==> config.mk <==
export PLATFORM = sky130hd
export DESIGN_NAME = piso_serializer
export DESIGN_NICKNAME = d
export VERILOG_FILES = /design/src/rtl/piso_serializer.sv
export SDC_FILE = /design/constraint.sdc
export NUM_CORES = 1
export LEC_CHECK = 0
export ABC_AREA = 1
export BUFFER_PORTS_ARGS = -buffer_cell sky130_fd_sc_hd__buf_2
export CAP_MARGIN = 20
export CELL_PAD_IN_SITES_DETAIL_PLACEMENT = 1
export CELL_PAD_IN_SITES_GLOBAL_PLACEMENT = 1
export CORE_MARGIN = 3
export CORE_UTILIZATION = 29
export CTS_CLUSTER_DIAMETER = 50
export DETAILED_ROUTE_END_ITERATION = 12
export GPL_ROUTABILITY_DRIVEN = 0
export PLACE_DENSITY_LB_ADDON = 0.1
export SLEW_MARGIN = 15
export SYNTH_ARGS = -nofsm -noshare
export SYNTH_HDL_FRONTEND = slang
export SYNTH_SLANG_ARGS = --single-unit
export TNS_END_PERCENT = 50
==> constraint.sdc <==
create_clock -name clk -period 1.2 [get_ports clk]
set_clock_uncertainty 0.15 [all_clocks]
set_input_delay 0 -clock clk [delete_from_list [all_inputs] [get_ports clk]]
set_output_delay 0 -clock clk [all_outputs]
set_load 0.01 [all_outputs]
==> src/rtl/piso_serializer.sv <==
// piso_serializer: parallel-in / serial-out transmitter.
// Takes a WIDTH-bit word on a valid/ready handshake and shifts it out one bit
// per clock. Frame bits are flagged with sout_valid, the final bit with
// sout_last, and a registered done pulse follows every completed frame. An
// optional idle gap of GAP cycles can be forced between frames so that
// downstream receivers can realign.
module piso_serializer #(
  parameter int WIDTH     = 4,
  parameter int MSB_FIRST = 1,
  parameter int GAP       = 0
) (
  input  logic             clk,
  input  logic             rst,
  input  logic [WIDTH-1:0] din,
  input  logic             din_valid,
  output logic             din_ready,
  output logic             sout,
  output logic             sout_valid,
  output logic             sout_last,
  output logic             busy,
  output logic             done
);

  // Elaboration-time guard on the legal parameter ranges.
  if (WIDTH < 2 || WIDTH > 32) begin : g_bad_width
    $error("piso_serializer: WIDTH must be in 2..32");
  end
  if (GAP < 0 || GAP > 15) begin : g_bad_gap
    $error("piso_serializer: GAP must be in 0..15");
  end

  localparam int              CNT_W    = $clog2(WIDTH);
  localparam logic [CNT_W-1:0] BIT_LAST = CNT_W'(WIDTH - 1);
  localparam logic [3:0]      GAP_LAST = 4'((GAP > 0) ? GAP - 1 : 0);
  localparam logic            HAS_GAP  = (GAP > 0);
  localparam logic            MSB_SEL  = (MSB_FIRST != 0);

  typedef enum logic [1:0] {
    S_IDLE  = 2'd0,
    S_SHIFT = 2'd1,
    S_GAP   = 2'd2
  } state_t;

  state_t             state;
  state_t             state_nx;
  logic [WIDTH-1:0]   shreg;
  logic [WIDTH-1:0]   shreg_nx;
  logic [CNT_W-1:0]   bit_cnt;
  logic [CNT_W-1:0]   bit_cnt_nx;
  logic [3:0]         gap_cnt;
  logic [3:0]         gap_cnt_nx;
  logic               done_nx;
  logic               at_last;
  logic               accept;

  // One shift step toward the transmit end, zero-filling the vacated bit so
  // the register is empty once the whole frame has left.
  function automatic logic [WIDTH-1:0] shift_once(input logic [WIDTH-1:0] v);
    if (MSB_SEL) begin
      return {v[WIDTH-2:0], 1'b0};
    end else begin
      return {1'b0, v[WIDTH-1:1]};
    end
  endfunction

  assign at_last    = (bit_cnt == BIT_LAST);
  // Ready depends on state only; a reload on the last bit is only possible
  // when no idle gap has to be inserted.
  assign din_ready  = (state == S_IDLE) | ((state == S_SHIFT) & at_last & ~HAS_GAP);
  assign accept     = din_valid & din_ready;
  assign sout       = MSB_SEL ? shreg[WIDTH-1] : shreg[0];
  assign sout_valid = (state == S_SHIFT);
  assign sout_last  = sout_valid & at_last;
  assign busy       = (state != S_IDLE);

  // State register.
  always_ff @(posedge clk or posedge rst) begin
    if (rst) begin
      state <= S_IDLE;
    end else begin
      state <= state_nx;
    end
  end

  // Next-state, shifter, counter and done-pulse decode.
  always_comb begin
    state_nx   = state;
    shreg_nx   = shreg;
    bit_cnt_nx = bit_cnt;
    gap_cnt_nx = gap_cnt;
    done_nx    = 1'b0;
    case (state)
      S_IDLE: begin
        if (accept) begin
          state_nx   = S_SHIFT;
          shreg_nx   = din;
          bit_cnt_nx = '0;
        end
      end
      S_SHIFT: begin
        if (!at_last) begin
          shreg_nx   = shift_once(shreg);
          bit_cnt_nx = bit_cnt + 1'b1;
        end else begin
          done_nx = 1'b1;
          if (accept) begin
            shreg_nx   = din;
            bit_cnt_nx = '0;
          end else begin
            shreg_nx   = shift_once(shreg);
            bit_cnt_nx = '0;
            if (HAS_GAP) begin
              state_nx   = S_GAP;
              gap_cnt_nx = '0;
            end else begin
              state_nx = S_IDLE;
            end
          end
        end
      end
      S_GAP: begin
        if (gap_cnt == GAP_LAST) begin
          state_nx   = S_IDLE;
          gap_cnt_nx = '0;
        end else begin
          gap_cnt_nx = gap_cnt + 1'b1;
        end
      end
      default: begin
        state_nx = S_IDLE;
      end
    endcase
  end

  // Datapath and done register; reset clears everything so an aborted frame
  // leaves no residue on sout and the next word starts at bit 0.
  always_ff @(posedge clk or posedge rst) begin
    if (rst) begin
      shreg   <= '0;
      bit_cnt <= '0;
      gap_cnt <= '0;
      done    <= 1'b0;
    end else begin
      shreg   <= shreg_nx;
      bit_cnt <= bit_cnt_nx;
      gap_cnt <= gap_cnt_nx;
      done    <= done_nx;
    end
  end

endmodule
==> flow_metrics.tcl, run 1 <==
set metrics [dict create \
    r2r_cells 7 \
    max_freq_ghz 0.805 \
    worstSetupStartpointType "register" \
    core_sq_um 1190 \
    grt.total_usage_pct 13.5 \
    grt_pass1_vias 414 \
    cp_max_fo 8 \
    period_share_pct 104 \
    grt_pass1_wl_um 1840 \
    num_vias 382 \
    cts_buffer_depth 2 \
    antenna_found_initial 0 \
    root_buffer "clkbuf_4" \
    max_slew_margin_pct 78.5 \
    antenna_cells 0 \
    synth-simple-area-share_pct 31.8 \
    arrival_ps 1090 \
    critical_path_class "reg2out" \
    power_density_nw_per_um2 2320 \
    r2r_end "shreg[1]" \
    numCtsBuffers 3 \
    cts_sinks 8 \
    finalCriticalPeriod_ps 1240 \
    p_leak_nw 0.340 \
    end_kind "output port" \
    remaining_drc_errors 0 \
    tns_ps -84.2 \
    ys_seq_area_share_pct 51.0 \
    rrSetupSlack_ps -10 \
    muxShareOfSynthArea_pct 0 \
    cts_tree "yes" \
    portBuffers 12 \
    crit_required_ps 1050 \
    detail-route-antenna-nets 0 \
    rows 12 \
    ir_drop_mv 1.04 \
    setup_slack_ps -42.7 \
    fillCellCount 151 \
    synth_cells 46 \
    synth_fp_nets 54 \
    hold_viol 0 \
    cts_max_level 1 \
    viasPerCell 4.39 \
    drv_slew 0 \
    finalSetupViolations 4 \
    placedCellCount 73 \
    die_y_um 42.8 \
    worstMarginPinSlew_ps 322 \
    syn_avg_cell_area_sq_um 8.54 \
    startpoint "bit_cnt[0]" \
    grt_max_degree 9 \
    nets 83 \
    synth_top_family_by_area "simple AND/OR/NAND/NOR gates" \
    synth-compound-area-share_pct 3.50 \
    cap_viol_max_count 0 \
    io_pins 13 \
    ys_ff_latch 8 \
    violations "negative setup slack" \
    drt_iter0_drc 4 \
    final_cells 87 \
    synthAdderAreaFrac_pct 3.18 \
    status "complete, but fails checks" \
    dpl.hpwl_um 684 \
    ys_warn_count 0 \
    dieArea_sq_um 1830 \
    wl_per_cell_um 11.6 \
    synth_cell_types 13 \
    layout-drive-gt1-share_pct 43.8 \
    synthXorXnorAreaFrac_pct 0 \
    drt-pass1-iter-count 2 \
    hold_ws_ps 83.3 \
    netlist_area_sq_um 393 \
    wl_um 1010 \
    clkLatencyLatePin_ps 250 \
    clk_pin_slew_ps 60 \
    initial_core_util_pct 33.1 \
    die_w_um 42.8 \
    rsz0062_at_grt "yes" \
    r2r-start "bit_cnt[0]" \
    final_common_cell "nand2_1" \
    area_delta_synth_final_pct 58.0 \
    hp-class "in2async" \
    grt_overflow 0 \
    layout_common_cells "nand2_1 (19), buf_2 (11), dfrtp_1 (7), buf_4 (7), dlygate4sd3_1 (6)" \
]
[layer usage]
metal	GRT usage [%]	vias up	routed length, um
met5	0	-	0
met4	1.86	0	0
met3	5.51	0	54
met2	21.3	12	496
met1	17.4	175	455
li1	-	195	-
[cell usage after synthesis]
master	n	area [sq um]
a22o_1	1	8.76
nand2_4	1	11.3
o21ai_1	1	5.00
buf_4	1	7.51
nand2_1	19	71.3
nand3_1	5	25.0
ha_1	1	12.5
buf_6	1	11.3
nor2_4	1	11.3
inv_1	5	18.8
nand2_2	1	6.26
dfrtp_1	8	200
inv_2	1	3.75
[metrics by stage]
| stage | area, sq um | power, mW | setup slack, ps | util, % |
|---|---|---|---|---|
| after floorplan | 393 | 0.820 | 8.55 | - |
| after CTS | 613 | 1.44 | -51.4 | 51.7 |
| final | 621 | 1.44 | -42.7 | 52.3 |
| after detailed placement | 474 | 1.02 | -64.1 | 40.0 |
| after global placement | 474 | 0.998 | -21.6 | 40.0 |
| after global routing | 621 | 1.60 | -116 | 52.3 |
[registers in the layout, indices dropped and copies added, names as in the netlist]
name and count:
shreg 4, bit_cnt 2, done 1, state 1
[how the worst max path moves through the flow]
| stage | slack, ps | to |
|---|---|---|
| after floorplan | 9 | shreg[1] |
| after global placement | -20 | shreg[1] |
| after detailed placement | -60 | shreg[1] |
| after CTS | -50 | din_ready |
| after global routing | -120 | din_ready |
| final | -40 | din_ready |
[logic make-up (layout without fill, tap and decap cells)]
family                     count (synthesis)  in the layout
and+or+nand+nor                           27             27
adders and majority gates                  1              1
DFF                                        8              8
AOI/OAI and AO/OA                          2              2
buffers and inverters                      8             35
[what timing repair did]
item,CTS,global route
resized for setup,4,1
endpoints found under the setup margin,6,6
pin swaps,2,0
hold endpoints to repair,14,0
setup buffers,4,1
cloned,0,0
hold buffers,6,0
[power breakdown]
part	internal (mW)	switching, mW	total, mW	leakage, nW
sequential	0.384	0.0611	0.445	0.0985
clock	0.115	0.0927	0.207	0.0138
combinational	0.425	0.363	0.788	0.228
total	0.924	0.516	1.44	0.340
[final cells by class]
type,instances,area (sq um),area share (%)
tap,14,17.5,2.82
sequential,8,201,32.5
timing repair buffer,26,199,32.1
inverter,6,22.5,3.63
clock buffer,3,22.5,3.63
multi-input combinational,30,158,25.4
[worst max-delay path, cell delays in order, from the launching register on]
cell and delay, ps:
dfrtp_1 390, ha_2 190, inv_2 60, nand2_4 70, buf_6 120
No activity file was read; power rests on OpenSTA's default activity.
==> inputs of run 2 (changes only) <==
--- a/config.mk
+++ b/config.mk
@@ -6,12 +6,13 @@
 export NUM_CORES = 1
 export LEC_CHECK = 0
 export ABC_AREA = 1
-export BUFFER_PORTS_ARGS = -buffer_cell sky130_fd_sc_hd__buf_2
+export BUFFER_PORTS_ARGS = -buffer_cell sky130_fd_sc_hd__buf_4
 export CAP_MARGIN = 20
 export CELL_PAD_IN_SITES_DETAIL_PLACEMENT = 1
 export CELL_PAD_IN_SITES_GLOBAL_PLACEMENT = 1
 export CORE_MARGIN = 3
 export CORE_UTILIZATION = 29
+export CTS_BUF_LIST = sky130_fd_sc_hd__clkbuf_16
 export CTS_CLUSTER_DIAMETER = 50
 export DETAILED_ROUTE_END_ITERATION = 12
 export GPL_ROUTABILITY_DRIVEN = 0
==> flow_metrics.tcl, run 2 (synthesis gave the netlist of run 1 again) <==
set metrics [dict create \
    cp_common_cell "buf_6" \
    sw_frac_of_total_pct 32.6 \
    crit_required_ps 1050 \
    tns_ps -522 \
    grt_max_degree 9 \
    clkPwrFrac_pct 28.1 \
    rrSetupSlack_ps -110 \
    netSwitchingPower_mw 0.650 \
    finalSetupViolations 6 \
    place_area_sq_um 512 \
    p_int_mw 1.35 \
    grt_pass1_wl_um 2110 \
    worstMarginPinSlew_ps 333 \
    cp_max_fo 4 \
    final_common_cell "buf_4" \
    power_density_nw_per_um2 2730 \
    wl_per_cell_um 15.1 \
    hp-class "in2async" \
    initial_core_util_pct 33.1 \
    violations "negative setup slack" \
    hold_ws_ps 131 \
    antenna_cells 0 \
    largestRegisters "shreg x4, bit_cnt x2" \
    portBuffers 12 \
    combPwrFrac_pct 48.2 \
    grt.total_usage_pct 16.9 \
    layout-drive-gt1-share_pct 52.7 \
    io_pins 13 \
    viasPerCell 4.94 \
    p_leak_nw 0.384 \
    largest_reg_flops 4 \
    detail-route-antenna-nets 0 \
    stdcell_area_sq_um 732 \
    r2r_cells 8 \
    core_sq_um 1190 \
    p_seq_share_pct 23.7 \
    p_total_mw 2.00 \
    drt-pass1-iter-count 4 \
    crit_chain "ha_2 -> inv_2 -> nand2_4 -> buf_6 -> buf_6" \
    arrival_ps 1170 \
    max_slew_margin_pct 77.8 \
    area_delta_synth_final_pct 86.3 \
    worstSetupStartpointType "register" \
    final_cells 88 \
    cp_slowest_cell "dfrtp_1" \
    cts_tree "yes" \
    max_freq_ghz 0.759 \
    cts_max_level 1 \
    nets 84 \
    cp-endpoint "din_ready" \
    numCtsBuffers 3 \
    rsz0062_at_grt "yes" \
    regMostFlops "shreg" \
    cap_viol_max_count 0 \
    placedCellCount 74 \
    dieArea_sq_um 1830 \
    end_kind "output port" \
    die_y_um 42.8 \
    clk_pin_slew_ps 40 \
    ir_drop_mv 1.81 \
    hold_viol 0 \
    period_share_pct 110 \
    drt_iter0_drc 6 \
    remaining_drc_errors 0 \
    grt_overflow 0 \
    cpPeakStageDelay_ps 380 \
    status "complete, but fails checks" \
    antenna_found_initial 0 \
    cts_sinks 8 \
    dpl.hpwl_um 836 \
    finalCriticalPeriod_ps 1320 \
    setup_slack_ps -117 \
    clkLatencyLatePin_ps 230 \
    drv_slew 0 \
    layout_common_cells "buf_4 (17), nand2_1 (15), dfrtp_1 (7)" \
    startpoint "bit_cnt[0]" \
    r2r-start "bit_cnt[0]" \
    root_buffer "clkbuf_16" \
    grt_pass1_vias 444 \
    r2r_end "shreg[2]" \
    num_vias 435 \
    rows 12 \
    fillCellCount 137 \
    cts_buffer_depth 2 \
    critical_path_class "reg2out" \
    die_w_um 42.8 \
    wl_um 1330 \
]
run 2: changes by cell type in the layout (fill, tap and decap cells not counted), sizes merged:
cell,delta
buf,+1
run 2: layer usage:
metal	share of wire, %	GRT usage (%)	wire, um	vias to the layer above
met5	0	0	0	-
met4	4.5	16.8	60	0
li1	-	-	-	198
met1	42	18.6	561	213
met3	5.3	5.51	70	7
met2	48	24.6	635	17
run 2: critical path: cells and delay by family (launching register included):
family | cells | cell delay [ps]
fa+ha+maj | 1 | 200
buf+inv | 3 | 290
flops | 1 | 380
simple gates | 1 | 60
run 2: worst min path at each step:
| stage | endpoint | start |
|---|---|---|
| 2_1_floorplan | bit_cnt[0] | rst |
| 3_3_place_gp | bit_cnt[0] | rst |
| 3_5_place_dp | bit_cnt[0] | rst |
| 4_1_cts | shreg[0] | rst |
| 5_1_grt | bit_cnt[0] | rst |
| 6_report | shreg[0] | rst |
run 2: power by group through the flow:
stage / logic, mW / clock network [mW] / registers (mW)
finish: 0.962 / 0.561 / 0.472
global route: 1.05 / 0.595 / 0.487
CTS: 0.863 / 0.570 / 0.474
detailed placement: 0.647 / 0 / 0.472
global placement: 0.616 / 0 / 0.463
floorplan: 0.362 / 0 / 0.458
run 2: layout make-up:
class,count,area [sq um],area share (%)
tap,14,17.5,2.39
timing repair buffer,27,233,31.8
sequential,8,201,27.5
clock buffer,3,75.1,10.3
inverter,6,22.5,3.08
multi-input combinational,30,183,25.0
run 2: stage by stage:
stage / utilization, % / setup slack [ps]
6_report: 61.7 / -117
5_1_grt: 61.7 / -174
4_1_cts: 59.6 / -105
3_5_place_dp: 43.1 / -58.6
3_3_place_gp: 43.1 / -18.6
2_1_floorplan: - / 8.55
run 2: what timing repair did:
action,4_1_cts,5_1_grt
pin swaps,1,1
endpoints found under the setup margin,7,8
endpoints found under the hold margin,14,0
buffers inserted,4,1
gates resized for setup,10,5
hold buffers,6,0
==> inputs of run 3 (changes only) <==
--- a/config.mk
+++ b/config.mk
@@ -10,11 +10,11 @@
 export CAP_MARGIN = 20
 export CELL_PAD_IN_SITES_DETAIL_PLACEMENT = 1
 export CELL_PAD_IN_SITES_GLOBAL_PLACEMENT = 1
-export CORE_MARGIN = 3
-export CORE_UTILIZATION = 29
+export CORE_AREA = 3 3 40 42
 export CTS_BUF_LIST = sky130_fd_sc_hd__clkbuf_16
 export CTS_CLUSTER_DIAMETER = 50
 export DETAILED_ROUTE_END_ITERATION = 12
+export DIE_AREA = 0 0 43 45
 export GPL_ROUTABILITY_DRIVEN = 0
 export PLACE_DENSITY_LB_ADDON = 0.1
 export SLEW_MARGIN = 15
==> constraint.sdc (replaced) <==
create_clock -name clk -period 1.5 [get_ports clk]
set_clock_uncertainty 0.15 [all_clocks]
set_input_delay 0 -clock clk [delete_from_list [all_inputs] [get_ports clk]]
set_output_delay 0 -clock clk [all_outputs]
set_load 0.01 [all_outputs]
==> flow_metrics.tcl, run 3 (synthesis gave the netlist of run 1 again) <==
set metrics [dict create \
    grt_overflow 0 \
    cpPeakStageDelay_ps 390 \
    drv_slew 0 \
    multi_input_area_sq_um 151 \
    nets 75 \
    portBuffers 12 \
    antenna_found_initial 0 \
    tns_ps 0 \
    root_buffer "clkbuf_16" \
    cap_viol_max_count 0 \
    hold_viol 0 \
    worstSetupStartpointType "register" \
    cp_max_fo 9 \
    remaining_drc_errors 0 \
    hp-class "in2async" \
    wl_met2_um 437 \
    max_freq_ghz 0.746 \
    stdcell_area_sq_um 618 \
    highest_layer "met4" \
    area_delta_synth_final_pct 57.3 \
    grt_max_degree 10 \
    cts_buffer_depth 2 \
    wl_per_cell_um 11.8 \
    grt_pass1_vias 380 \
    arrival_ps 1190 \
    path_buf_inv 2 \
    die_y_um 45 \
    cts_sinks 8 \
    wl_met1_um 408 \
    finalCriticalPeriod_ps 1340 \
    drt_iter0_drc 2 \
    cp_slowest_cell "dfrtp_1" \
    wl_met3_um 60 \
    numCtsBuffers 3 \
    wl_um 941 \
    crit_chain "ha_1 -> inv_1 -> nand2_4 -> buf_4" \
    dieArea_sq_um 1940 \
    critical_path_class "reg2out" \
    core_sq_um 1280 \
    fillCellCount 148 \
    power_density_nw_per_um2 2040 \
    clkLatencyLatePin_ps 230 \
    end_kind "output port" \
    largest_reg_flops 4 \
    initial_core_util_pct 30.6 \
    antenna_cells 0 \
    regMostFlops "shreg" \
    place_area_sq_um 483 \
    crit_required_ps 1350 \
    io_pins 13 \
    ir_drop_mv 0.688 \
    detail-route-antenna-nets 0 \
    period_share_pct 89.3 \
    rrSetupSlack_ps 210 \
    p_leak_nw 0.330 \
    cts_max_level 1 \
    dpl.hpwl_um 606 \
    hold_ws_ps 129 \
    largestRegisters "shreg x4, bit_cnt x2" \
    clk_pin_slew_ps 40 \
    final_common_cell "nand2_1" \
    rsz0062_at_grt "no" \
    grt_pass1_wl_um 1590 \
    cts_tree "yes" \
    layout-drive-gt1-share_pct 29.2 \
    die_w_um 43 \
    status "complete, no violations" \
    worstMarginPinSlew_ps 412 \
    seq_area_sq_um 200 \
    layout_common_cells "nand2_1 (19), buf_4 (12), dfrtp_1 (8)" \
    rows 13 \
    crit_family "flip-flops" \
    grt.total_usage_pct 11.8 \
    viasPerCell 4.58 \
    num_vias 366 \
    max_slew_margin_pct 72.5 \
    drt-pass1-iter-count 2 \
    finalSetupViolations 0 \
]
==> run 3: cell type report <==
| class | count | share of cell area [%] |
|---|---|---|
| Inverter | 6 | 3.64 |
| Sequential cell | 8 | 32.4 |
| Tap cell | 15 | 3.04 |
| Multi-Input combinational cell | 30 | 24.5 |
| Clock buffer | 3 | 12.1 |
| Timing Repair Buffer | 18 | 24.3 |
==> run 3: metrics by stage <==
stage	total power, mW	setup WS (ps)	instances	util, %
floorplan	0.652	289	46	-
global placement	0.794	204	71	37.6
detailed placement	0.801	205	71	37.6
CTS	1.28	150	80	48.1
global route	1.35	81.1	80	48.1
finish	1.26	160	80	48.1
==> run 3: worst min-delay path, stage by stage <==
cell,delay [ps]
dlygate4sd3_1,530
buf_4,130
inv_1,250
==> run 3: per-layer routing <==
| metal | vias up | track usage, % |
|---|---|---|
| met5 | - | 0 |
| met4 | 0 | 9.04 |
| met3 | 4 | 3.98 |
| met2 | 13 | 19.5 |
| met1 | 171 | 12.3 |
| li1 | 178 | - |
==> run 3: worst paths after layout <==
path	startpoint	to	cells past startpoint
worst max-delay path	bit_cnt[0]	din_ready	4
worst min-delay path	rst	state[0]	3
worst max register to register	bit_cnt[0]	shreg[2]	7
worst min register to register	shreg[1]	shreg[1]	2
max in group asynchronous	rst	shreg[3]	3
min in group clk	shreg[1]	shreg[1]	2
==> run 3: repair_timing <==
| item | CTS | global route |
|---|---|---|
| buffers inserted | 0 | 0 |
| resized for setup | 0 | 0 |
| hold endpoints to repair | 14 | 0 |
| hold buffers | 6 | 0 |
==> run 3: power breakdown <==
group | switching (mW) | internal [mW]
clock network | 0.113 | 0.345
registers | 0.0736 | 0.306
logic | 0.217 | 0.206
